`config.mk`:
```
export PLATFORM = sky130hd
export DESIGN_NAME = int_ctrl_nested
export DESIGN_NICKNAME = d
export VERILOG_FILES = /design/src/rtl/int_ctrl_pkg.sv /design/src/rtl/int_prio_enc.sv /design/src/rtl/int_ctrl_nested.sv
export SDC_FILE = /design/constraint.sdc
export NUM_CORES = 1
export LEC_CHECK = 0
export ABC_CLOCK_PERIOD_IN_PS = 1500
export BUFFER_PORTS_ARGS = -buffer_cell sky130_fd_sc_hd__buf_2
export CAP_MARGIN = 20
export CORE_ASPECT_RATIO = 1.1
export CORE_MARGIN = 5
export CORE_UTILIZATION = 40
export DETAILED_ROUTE_END_ITERATION = 10
export PLACE_DENSITY = 0.72
export SYNTH_ARGS = -nofsm -noshare
export SYNTH_HDL_FRONTEND = slang
export SYNTH_HIERARCHICAL = 1
export SYNTH_SLANG_ARGS = --single-unit
```
`constraint.sdc`:
```
create_clock -name clk -period 1.5 [get_ports clk]
set_input_delay 0.075 -clock clk [delete_from_list [all_inputs] [get_ports clk]]
set_output_delay 0.075 -clock clk [all_outputs]
set_load 0.005 [all_outputs]
```
`src/rtl/int_ctrl_pkg.sv`:
```
// int_ctrl_pkg: shared defaults and vector computation for the nested interrupt controller
//   DEF_N_IRQ      default channel count
//   DEF_VEC_BASE   handler address of channel 0
//   DEF_VEC_STRIDE address distance between consecutive channel handlers
//   ID_NONE        channel id meaning "no channel" for the default channel count
//   vec_addr()     handler address for a channel id
package int_ctrl_pkg;
    localparam int          DEF_N_IRQ      = 3;
    localparam logic [31:0] DEF_VEC_BASE   = 32'h0000_0009;
    localparam logic [31:0] DEF_VEC_STRIDE = 32'h0000_0033;
    localparam int          ID_NONE        = DEF_N_IRQ;

    function automatic logic [31:0] vec_addr(input logic [31:0] base, input logic [31:0] stride,
                                             input logic [31:0] id);
        return base + id * stride;
    endfunction
endpackage

```
`src/rtl/int_prio_enc.sv`:
```
// int_prio_enc: lowest-index-wins priority encoder with valid flag
//   i_req   request vector, bit 0 highest priority
//   o_id    index of the lowest set bit, N when none is set
//   o_valid any bit set
module int_prio_enc #(
    parameter int N    = 3,
    parameter int ID_W = $clog2(N + 1)
) (
    input  logic [N-1:0]    i_req,
    output logic [ID_W-1:0] o_id,
    output logic            o_valid
);
    always_comb begin
        o_id = ID_W'(N);
        for (int k = N - 1; k >= 0; k--)
            if (i_req[k]) o_id = ID_W'(k);
        o_valid = |i_req;
    end
endmodule

```
`src/rtl/int_ctrl_nested.sv`:
```
// int_ctrl_nested: N-channel vectored interrupt controller with nested in-service tracking
//   clk, CLR (async, active-high)  clock and reset
//   en          CP0 enable; freezes arbitration, eret and register writes when low
//   irq_in      raw asynchronous request lines, rising edge requests service
//   eret        return-from-interrupt, retires the highest-priority in-service level
//   ie_we/ie_wdata, mask_we/mask_wdata  register writes
//   int_req     one-cycle interrupt-taken pulse
//   int_addr    handler vector of cur_id (0 if none)
//   cur_id      highest-priority in-service channel (N_IRQ if none)
//   pending, in_service, ie  controller state
// Build option: define INT_CTRL_NEST_EN to allow preemption by higher-priority channels;
// without it only one handler level can be in service at a time.
module int_ctrl_nested
    import int_ctrl_pkg::*;
#(
    parameter int          N_IRQ      = DEF_N_IRQ,
    parameter logic [31:0] VEC_BASE   = DEF_VEC_BASE,
    parameter logic [31:0] VEC_STRIDE = DEF_VEC_STRIDE,
    parameter int          ID_W       = $clog2(N_IRQ + 1)
) (
    input  logic             clk,
    input  logic             CLR,
    input  logic             en,
    input  logic [N_IRQ-1:0] irq_in,
    input  logic             eret,
    input  logic             ie_we,
    input  logic             ie_wdata,
    input  logic             mask_we,
    input  logic [N_IRQ-1:0] mask_wdata,
    output logic             int_req,
    output logic [31:0]      int_addr,
    output logic [ID_W-1:0]  cur_id,
    output logic [N_IRQ-1:0] pending,
    output logic [N_IRQ-1:0] in_service,
    output logic             ie
);
    logic [N_IRQ-1:0] r_s1, r_s2, r_s3, r_pending, r_in_service, r_mask;
    logic             r_ie, r_int_req;
    logic [N_IRQ-1:0] w_edge, w_acc_vec, w_ret_vec;
    logic [ID_W-1:0]  w_cand_id, w_cur_id;
    logic             w_cand_valid, w_cur_valid, w_prio_ok, w_accept, w_eret;

    int_prio_enc #(.N(N_IRQ), .ID_W(ID_W)) u_cand (
        .i_req(r_pending & r_mask), .o_id(w_cand_id), .o_valid(w_cand_valid)
    );
    int_prio_enc #(.N(N_IRQ), .ID_W(ID_W)) u_cur (
        .i_req(r_in_service), .o_id(w_cur_id), .o_valid(w_cur_valid)
    );

    always_comb begin
        w_edge = r_s2 & ~r_s3;
`ifdef INT_CTRL_NEST_EN
        w_prio_ok = !w_cur_valid || (w_cand_id < w_cur_id);
`else
        w_prio_ok = !w_cur_valid;
`endif
        w_eret    = en && eret;
        w_accept  = en && r_ie && !eret && w_cand_valid && w_prio_ok;
        w_acc_vec = w_accept ? (N_IRQ'(1) << w_cand_id) : '0;
        w_ret_vec = (w_eret && w_cur_valid) ? (N_IRQ'(1) << w_cur_id) : '0;
    end

    always_ff @(posedge clk or posedge CLR) begin
        if (CLR) begin
            r_s1         <= '0;
            r_s2         <= '0;
            r_s3         <= '0;
            r_pending    <= '0;
            r_in_service <= '0;
            r_mask       <= '1;
            r_ie         <= 1'b1;
            r_int_req    <= 1'b0;
        end else begin
            r_s1         <= irq_in;
            r_s2         <= r_s1;
            r_s3         <= r_s2;
            // a fresh edge on the channel being accepted keeps its pending bit set
            r_pending    <= (r_pending & ~w_acc_vec) | w_edge;
            r_in_service <= (r_in_service | w_acc_vec) & ~w_ret_vec;
            r_int_req    <= w_accept;
            if (en && mask_we) r_mask <= mask_wdata;
            if (w_eret) r_ie <= 1'b1;
            else if (w_accept) r_ie <= 1'b0;
            else if (en && ie_we) r_ie <= ie_wdata;
        end
    end

    assign int_req    = r_int_req;
    assign cur_id     = w_cur_id;
    assign int_addr   = w_cur_valid ? vec_addr(VEC_BASE, VEC_STRIDE, 32'(w_cur_id)) : 32'h0;
    assign pending    = r_pending;
    assign in_service = r_in_service;
    assign ie         = r_ie;
endmodule

```
==> flow_metrics.env, run 1 <==
export IMPL_grt_usage=0.122
export IMPL_diodes=0
export IMPL_die_y_um=66.0
export IMPL_drt_first_iter_violations=5
export IMPL_met1Wirelength_um=851
export IMPL_via_count=807
export IMPL_dpl_hpwl_um=1780
export IMPL_synth_seq_cells=20
export IMPL_num_rows=20
export IMPL_initial_core_util=0.414
export IMPL_wl_met3_um=126
export IMPL_nets=182
export IMPL_layout_common_cells="buf_2, conb_1, dfrtp_1, buf_4, inv_1"
export IMPL_routed_via_density=4.16
export IMPL_dr_pass1_iters=4
export IMPL_yosysUniqueCellTypes=23
export IMPL_fp_dieArea_sq_mm=0.00402
export IMPL_worstSetupPathType="reg2out"
export IMPL_slew_headroom=0.515
export IMPL_ant_nets=0
export IMPL_htree_num_levels=1
export IMPL_cp_start_kind="register"
export IMPL_outcome="finished with violations"
export IMPL_p_leak_nw=0.830
export IMPL_synthArstFlopShare=1.00
export IMPL_top_layer="met4"
export IMPL_io_pin_count=55
export IMPL_synth_edf_count=0
export IMPL_violations="negative setup slack"
export IMPL_fin_skew_ns=0.00510
export IMPL_tritoncts="done"
export IMPL_post_route_util=0.577
export IMPL_rsz0062_at_grt="true"
export IMPL_yosysWarnings=6
export IMPL_ys_flop_type="dfrtp_1"
export IMPL_finalPower_mw=2.83
export IMPL_antenna_found_initial=0
export IMPL_root_buffer="clkbuf_4"
export IMPL_avgSynthCellArea_sq_um=11.1
export IMPL_wl_met2_um=1380
export IMPL_cts_sinks=20
export IMPL_synthTopCellsByArea="dfrtp_1, buf_4, dfstp_2"
export IMPL_dpl_cell_area_sq_mm=0.00139
export IMPL_synth_seq_area_share=0.443
export IMPL_cp_required_ns=1.42
export IMPL_synth_top_cell_area_share=0.351
export IMPL_p_per_area_mw_per_mm2=1780
export IMPL_hp_class="in2reg"
export IMPL_max_freq_mhz=578
export IMPL_peakVddDrop_uv=1590
export IMPL_synth_largest_area_cell="dfrtp_1"
export IMPL_final_area_sq_mm=0.00159
export IMPL_grt_pass1_vias=809
export IMPL_syn_area_sq_mm=0.00114
export IMPL_port_buffer_count=30
export IMPL_hold_violations=0
export IMPL_finalCritPeriodShare=1.15
export IMPL_wl_per_cell_um=12.3
export IMPL_crit_fanout=4
export IMPL_tightestPinTransition_ns=0.726
export IMPL_overflow=0
export IMPL_hold_ws_ns=0.0169
export IMPL_path_clk_slew_ns=0.11
export IMPL_setup_violations_final=14
export IMPL_cap_violations=0
export IMPL_worstSkewPairLatency_ns=0.29
export IMPL_endpoint_kind="output port"
export IMPL_period_minus_slack_ns=1.73
export IMPL_grt_start_max_net_pins=21
export IMPL_syn_to_final_growth_pct=39.3
export IMPL_dieWidth_um=60.9
export IMPL_wirelength_um=2390
export IMPL_drc=0
export IMPL_post_place_ws_ns=-0.155
export IMPL_final_common_cell="buf_2"
export IMPL_setup_ws_ns=-0.231
export IMPL_cts_buffer_depth=2
export IMPL_numCtsBuffers=3
export IMPL_syn_inst=103
export IMPL_final_max_slew_viol_count=0
export IMPL_gp_congestion=0.835
export IMPL_critPathArrivalTime_ns=1.66
export IMPL_grt_pass1_wl_um=3640
export IMPL_layout_drive_gt1_share=0.491
export IMPL_placeableCoreArea_sq_mm=0.00275
## worst max-delay path, cell delays in order (launching register included)
cell     delay, ns
dfrtp_1       0.42
buf_4         0.16
nor2_4        0.11
inv_2         0.06
ha_4          0.21
xor2_1        0.15
and2_1        0.14
buf_2         0.12
## final timing paths
check	start	cells after the start	slack (ns)	end
min	mask_wdata[0]	2	0.02	r_mask[0]$_DFFE_PP1P_
max reg2reg	in_service[1]$_DFF_PP0_	5	-0.23	pending[1]$_DFF_PP0_
min in group asynchronous	CLR	3	0.43	r_s3[2]$_DFF_PP0_
min reg2reg	r_s1[2]$_DFF_PP0_	0	0.36	r_s2[2]$_DFF_PP0_
max	in_service[1]$_DFF_PP0_	7	-0.23	int_addr[1]
max in group asynchronous	CLR	3	0.56	in_service[2]$_DFF_PP0_
## where the power goes
part | total (mW) | switching [mW] | internal [mW] | leakage (nW)
combinational | 1.68 | 0.726 | 0.952 | 0.577
clock | 0.429 | 0.160 | 0.270 | 0.0279
sequential | 0.717 | 0.0774 | 0.640 | 0.225
## synthesized netlist by cell type, types with 2 or more instances
library cell	count
nand2_1	3
mux2_2	3
nor2_1	3
or3_1	2
inv_1	12
dfstp_2	4
dfrtp_1	16
nor4_2	2
and2_1	8
o22ai_1	3
buf_4	24
ha_1	7
a21oi_1	2
nor2b_1	3
a2bb2oi_2	3
## layout make-up
type                    instances  area (sq um)
clock inverters                 1          30.0
inverters                      12          45.0
clock buffers                   3          22.5
multi-input cells              70           563
fillers                       246          1160
well taps                      33          41.3
flip-flops and latches         20           507
repair buffers                 55           379
## registers in the layout, indices dropped and copies added (netlist names)
signal and cells:
r_s3 3, r_s2 3, r_mask 3, in_service 3
r_s1 3, pending 3, int_req 1, ie 1
## metrics by stage
| stage | TNS, ns | instances |
|---|---|---|
| 3_3_place_gp | -0.160 | 180 |
| 5_1_grt | -3.99 | 194 |
| 3_5_place_dp | -0.515 | 180 |
| 2_1_floorplan | -0.239 | 126 |
| 4_1_cts | -2.88 | 193 |
| 6_report | -2.82 | 194 |
## timing repair
item                       in CTS  in global routing
pin swaps                       0                  1
hold buffers                    7                  0
setup endpoints to repair      15                 15
setup buffers                   2                  0
gates resized for setup         7                  6
cloned                          0                  1
hold endpoints to repair       22                  0
## kinds of logic (layout without fill, tap and decap cells)
logic type | count (synthesis) | after routing | share of synthesized area
AOI/OAI and AO/OA | 9 | 9 | 0.0691
muxes | 4 | 4 | 0.0384
xor gates and xnor gates | 1 | 1 | 0.00769
and+or+nand+nor | 25 | 25 | 0.164
other | 1 | 24 | 0.00329
DFF | 20 | 20 | 0.443
buffers and inverters | 36 | 71 | 0.198
adders and majority gates | 7 | 7 | 0.0768
## layer usage
layer,global-route usage,vias to the layer above
li1,-,397
met1,0.124,384
met2,0.234,24
met3,0.0215,2
met4,0.0488,0
met5,0,-
Note: power is estimated with default switching activity, not from simulation.
==> run 2: changes to the inputs <==
ABC_CLOCK_PERIOD_IN_PS = 1900   (was 1500)
CTS_BUF_LIST = sky130_fd_sc_hd__clkbuf_8   (was unset)
PLACE_DENSITY = 0.69   (was 0.72)
clock period = 1.9 ns   (was 1.5 ns; I/O delays follow)
==> flow_metrics.env, run 2 (same netlist as run 1, synthesis figures left out) <==
export IMPL_pwr_share_seq=0.293
export IMPL_io_pin_count=55
export IMPL_layout_common_cells="buf_2, conb_1, dfrtp_1"
export IMPL_r2r_end="pending[0]$_DFF_PP0_"
export IMPL_htree_num_levels=1
export IMPL_via_count=745
export IMPL_peakVddDrop_uv=983
export IMPL_final_area_sq_mm=0.00140
export IMPL_post_place_ws_ns=0.242
export IMPL_clkPwrFrac=0.215
export IMPL_diodes=0
export IMPL_crit_fanout=5
export IMPL_crit_path_start="in_service[1]$_DFF_PP0_"
export IMPL_p_int_mw=1.28
export IMPL_endpoint="int_addr[1]"
export IMPL_max_freq_mhz=571
export IMPL_critPathMaxStageDelay_ns=0.41
export IMPL_period_minus_slack_ns=1.75
export IMPL_antenna_found_initial=0
export IMPL_grt_usage=0.108
export IMPL_post_route_util=0.507
export IMPL_critPathArrivalTime_ns=1.66
export IMPL_p_leak_nw=0.744
export IMPL_drc=0
export IMPL_gp_congestion=0.814
export IMPL_setup_ws_ns=0.148
export IMPL_fin_skew_ns=0.00181
export IMPL_wl_per_cell_um=11.2
export IMPL_numCtsBuffers=3
export IMPL_nets=165
export IMPL_placeableCoreArea_sq_mm=0.00275
export IMPL_combinationalPowerShare=0.491
export IMPL_p_per_area_mw_per_mm2=1380
export IMPL_slew_headroom=0.537
export IMPL_dieWidth_um=60.9
export IMPL_endpoint_kind="output port"
export IMPL_fin_cells=177
export IMPL_cp_start_kind="register"
export IMPL_grt_pass1_wl_um=3250
export IMPL_grt_pass1_vias=724
export IMPL_dpl_cell_area_sq_mm=0.00126
export IMPL_path_clk_slew_ns=0.07
export IMPL_worstSkewPairLatency_ns=0.25
export IMPL_cap_violations=0
export IMPL_layout_drive_gt1_share=0.382
export IMPL_dp_cells=168
export IMPL_r2r_cells=4
export IMPL_switching_share=0.335
export IMPL_drt_first_iter_violations=5
export IMPL_r2r_start="in_service[1]$_DFF_PP0_"
export IMPL_die_y_um=66.0
export IMPL_port_buffer_count=30
export IMPL_rsz0062_at_grt="false"
export IMPL_final_max_slew_viol_count=0
export IMPL_dpl_hpwl_um=1660
export IMPL_setup_violations_final=0
export IMPL_path_delay_family="flip-flops"
export IMPL_root_buffer="clkbuf_8"
export IMPL_path_buf_inv=3
export IMPL_overflow=0
export IMPL_initial_core_util=0.414
export IMPL_cp_required_ns=1.80
export IMPL_outcome="completed"
export IMPL_crit_path_frequent_cell="inv_1"
export IMPL_num_rows=20
export IMPL_dr_pass1_iters=4
export IMPL_p_sw_mw=0.647
export IMPL_fp_dieArea_sq_mm=0.00402
export IMPL_syn_to_final_growth_pct=22.4
export IMPL_tns_ns=0
export IMPL_final_common_cell="buf_2"
export IMPL_routed_via_density=4.21
export IMPL_finalCritPeriodShare=0.922
export IMPL_tritoncts="done"
export IMPL_cts_sinks=20
export IMPL_r2r_setup_slack_ns=0.27
export IMPL_ant_nets=0
export IMPL_wirelength_um=1990
export IMPL_grt_start_max_net_pins=21
export IMPL_fill_cells=254
export IMPL_tightestPinTransition_ns=0.693
export IMPL_cts_buffer_depth=2
export IMPL_path_cells="inv_1 > a21oi_2 > inv_1 > ha_4 > xor2_1 > and2_1 > buf_2"
export IMPL_crit_cells=7
export IMPL_hp_class="in2reg"
export IMPL_hold_violations=0
export IMPL_slowest_stage="dfrtp_1"
export IMPL_worstSetupPathType="reg2out"
==> run 2: per-stage QoR <==
step / hold slack, ns / total power [mW]
final: 0.0744 / 1.93
after global routing: 0.0635 / 2.10
after CTS: 0.0700 / 1.89
after detailed placement: 0.205 / 1.47
after global placement: 0.203 / 1.43
after floorplan: 0.0559 / 1.11
==> run 2: metal layers <==
| metal | GRT usage | wire length, um |
|---|---|---|
| met2 | 0.205 | 992 |
| met1 | 0.112 | 744 |
| met5 | 0 | 0 |
| met3 | 0.0391 | 238 |
| met4 | 0.0163 | 12 |
==> run 2: area by class of cell <==
type / instances / area, sq um / area share
Clock buffer: 3 / 41.3 / 0.0296
Clock inverter: 1 / 30.0 / 0.0215
Inverter: 12 / 45.0 / 0.0323
Multi-Input combinational cell: 70 / 512 / 0.367
Sequential cell: 20 / 505 / 0.362
Tap cell: 33 / 41.3 / 0.0296
Timing Repair Buffer: 38 / 220 / 0.158
==> run 2: power groups by stage <==
stage          combinational (mW)  sequential (mW)  clock, mW
6_report                    0.948            0.566      0.415
5_1_grt                      1.07            0.578      0.451
4_1_cts                     0.902            0.564      0.428
3_5_place_dp                0.891            0.574          0
3_3_place_gp                0.861            0.570          0
2_1_floorplan               0.541            0.566          0
==> run 2: worst min-delay path by stage <==
stage / slack, ns / cells past startpoint / startpoint / to
6_report: 0.07 / 2 / mask_wdata[1] / r_mask[1]$_DFFE_PP1P_
2_1_floorplan: 0.06 / 1 / CLR / in_service[0]$_DFF_PP0_
3_3_place_gp: 0.20 / 1 / irq_in[1] / r_s1[1]$_DFF_PP0_
4_1_cts: 0.07 / 2 / mask_wdata[2] / r_mask[2]$_DFFE_PP1P_
3_5_place_dp: 0.20 / 1 / irq_in[2] / r_s1[2]$_DFF_PP0_
5_1_grt: 0.06 / 2 / mask_wdata[0] / r_mask[0]$_DFFE_PP1P_
==> run 2: repair_timing <==
item | CTS | global route
hold buffers | 4 | 0
setup buffers | 0 | 1
endpoints found under the setup margin | 0 | 1
gates resized for setup | 0 | 2
hold endpoints to repair | 19 | 0
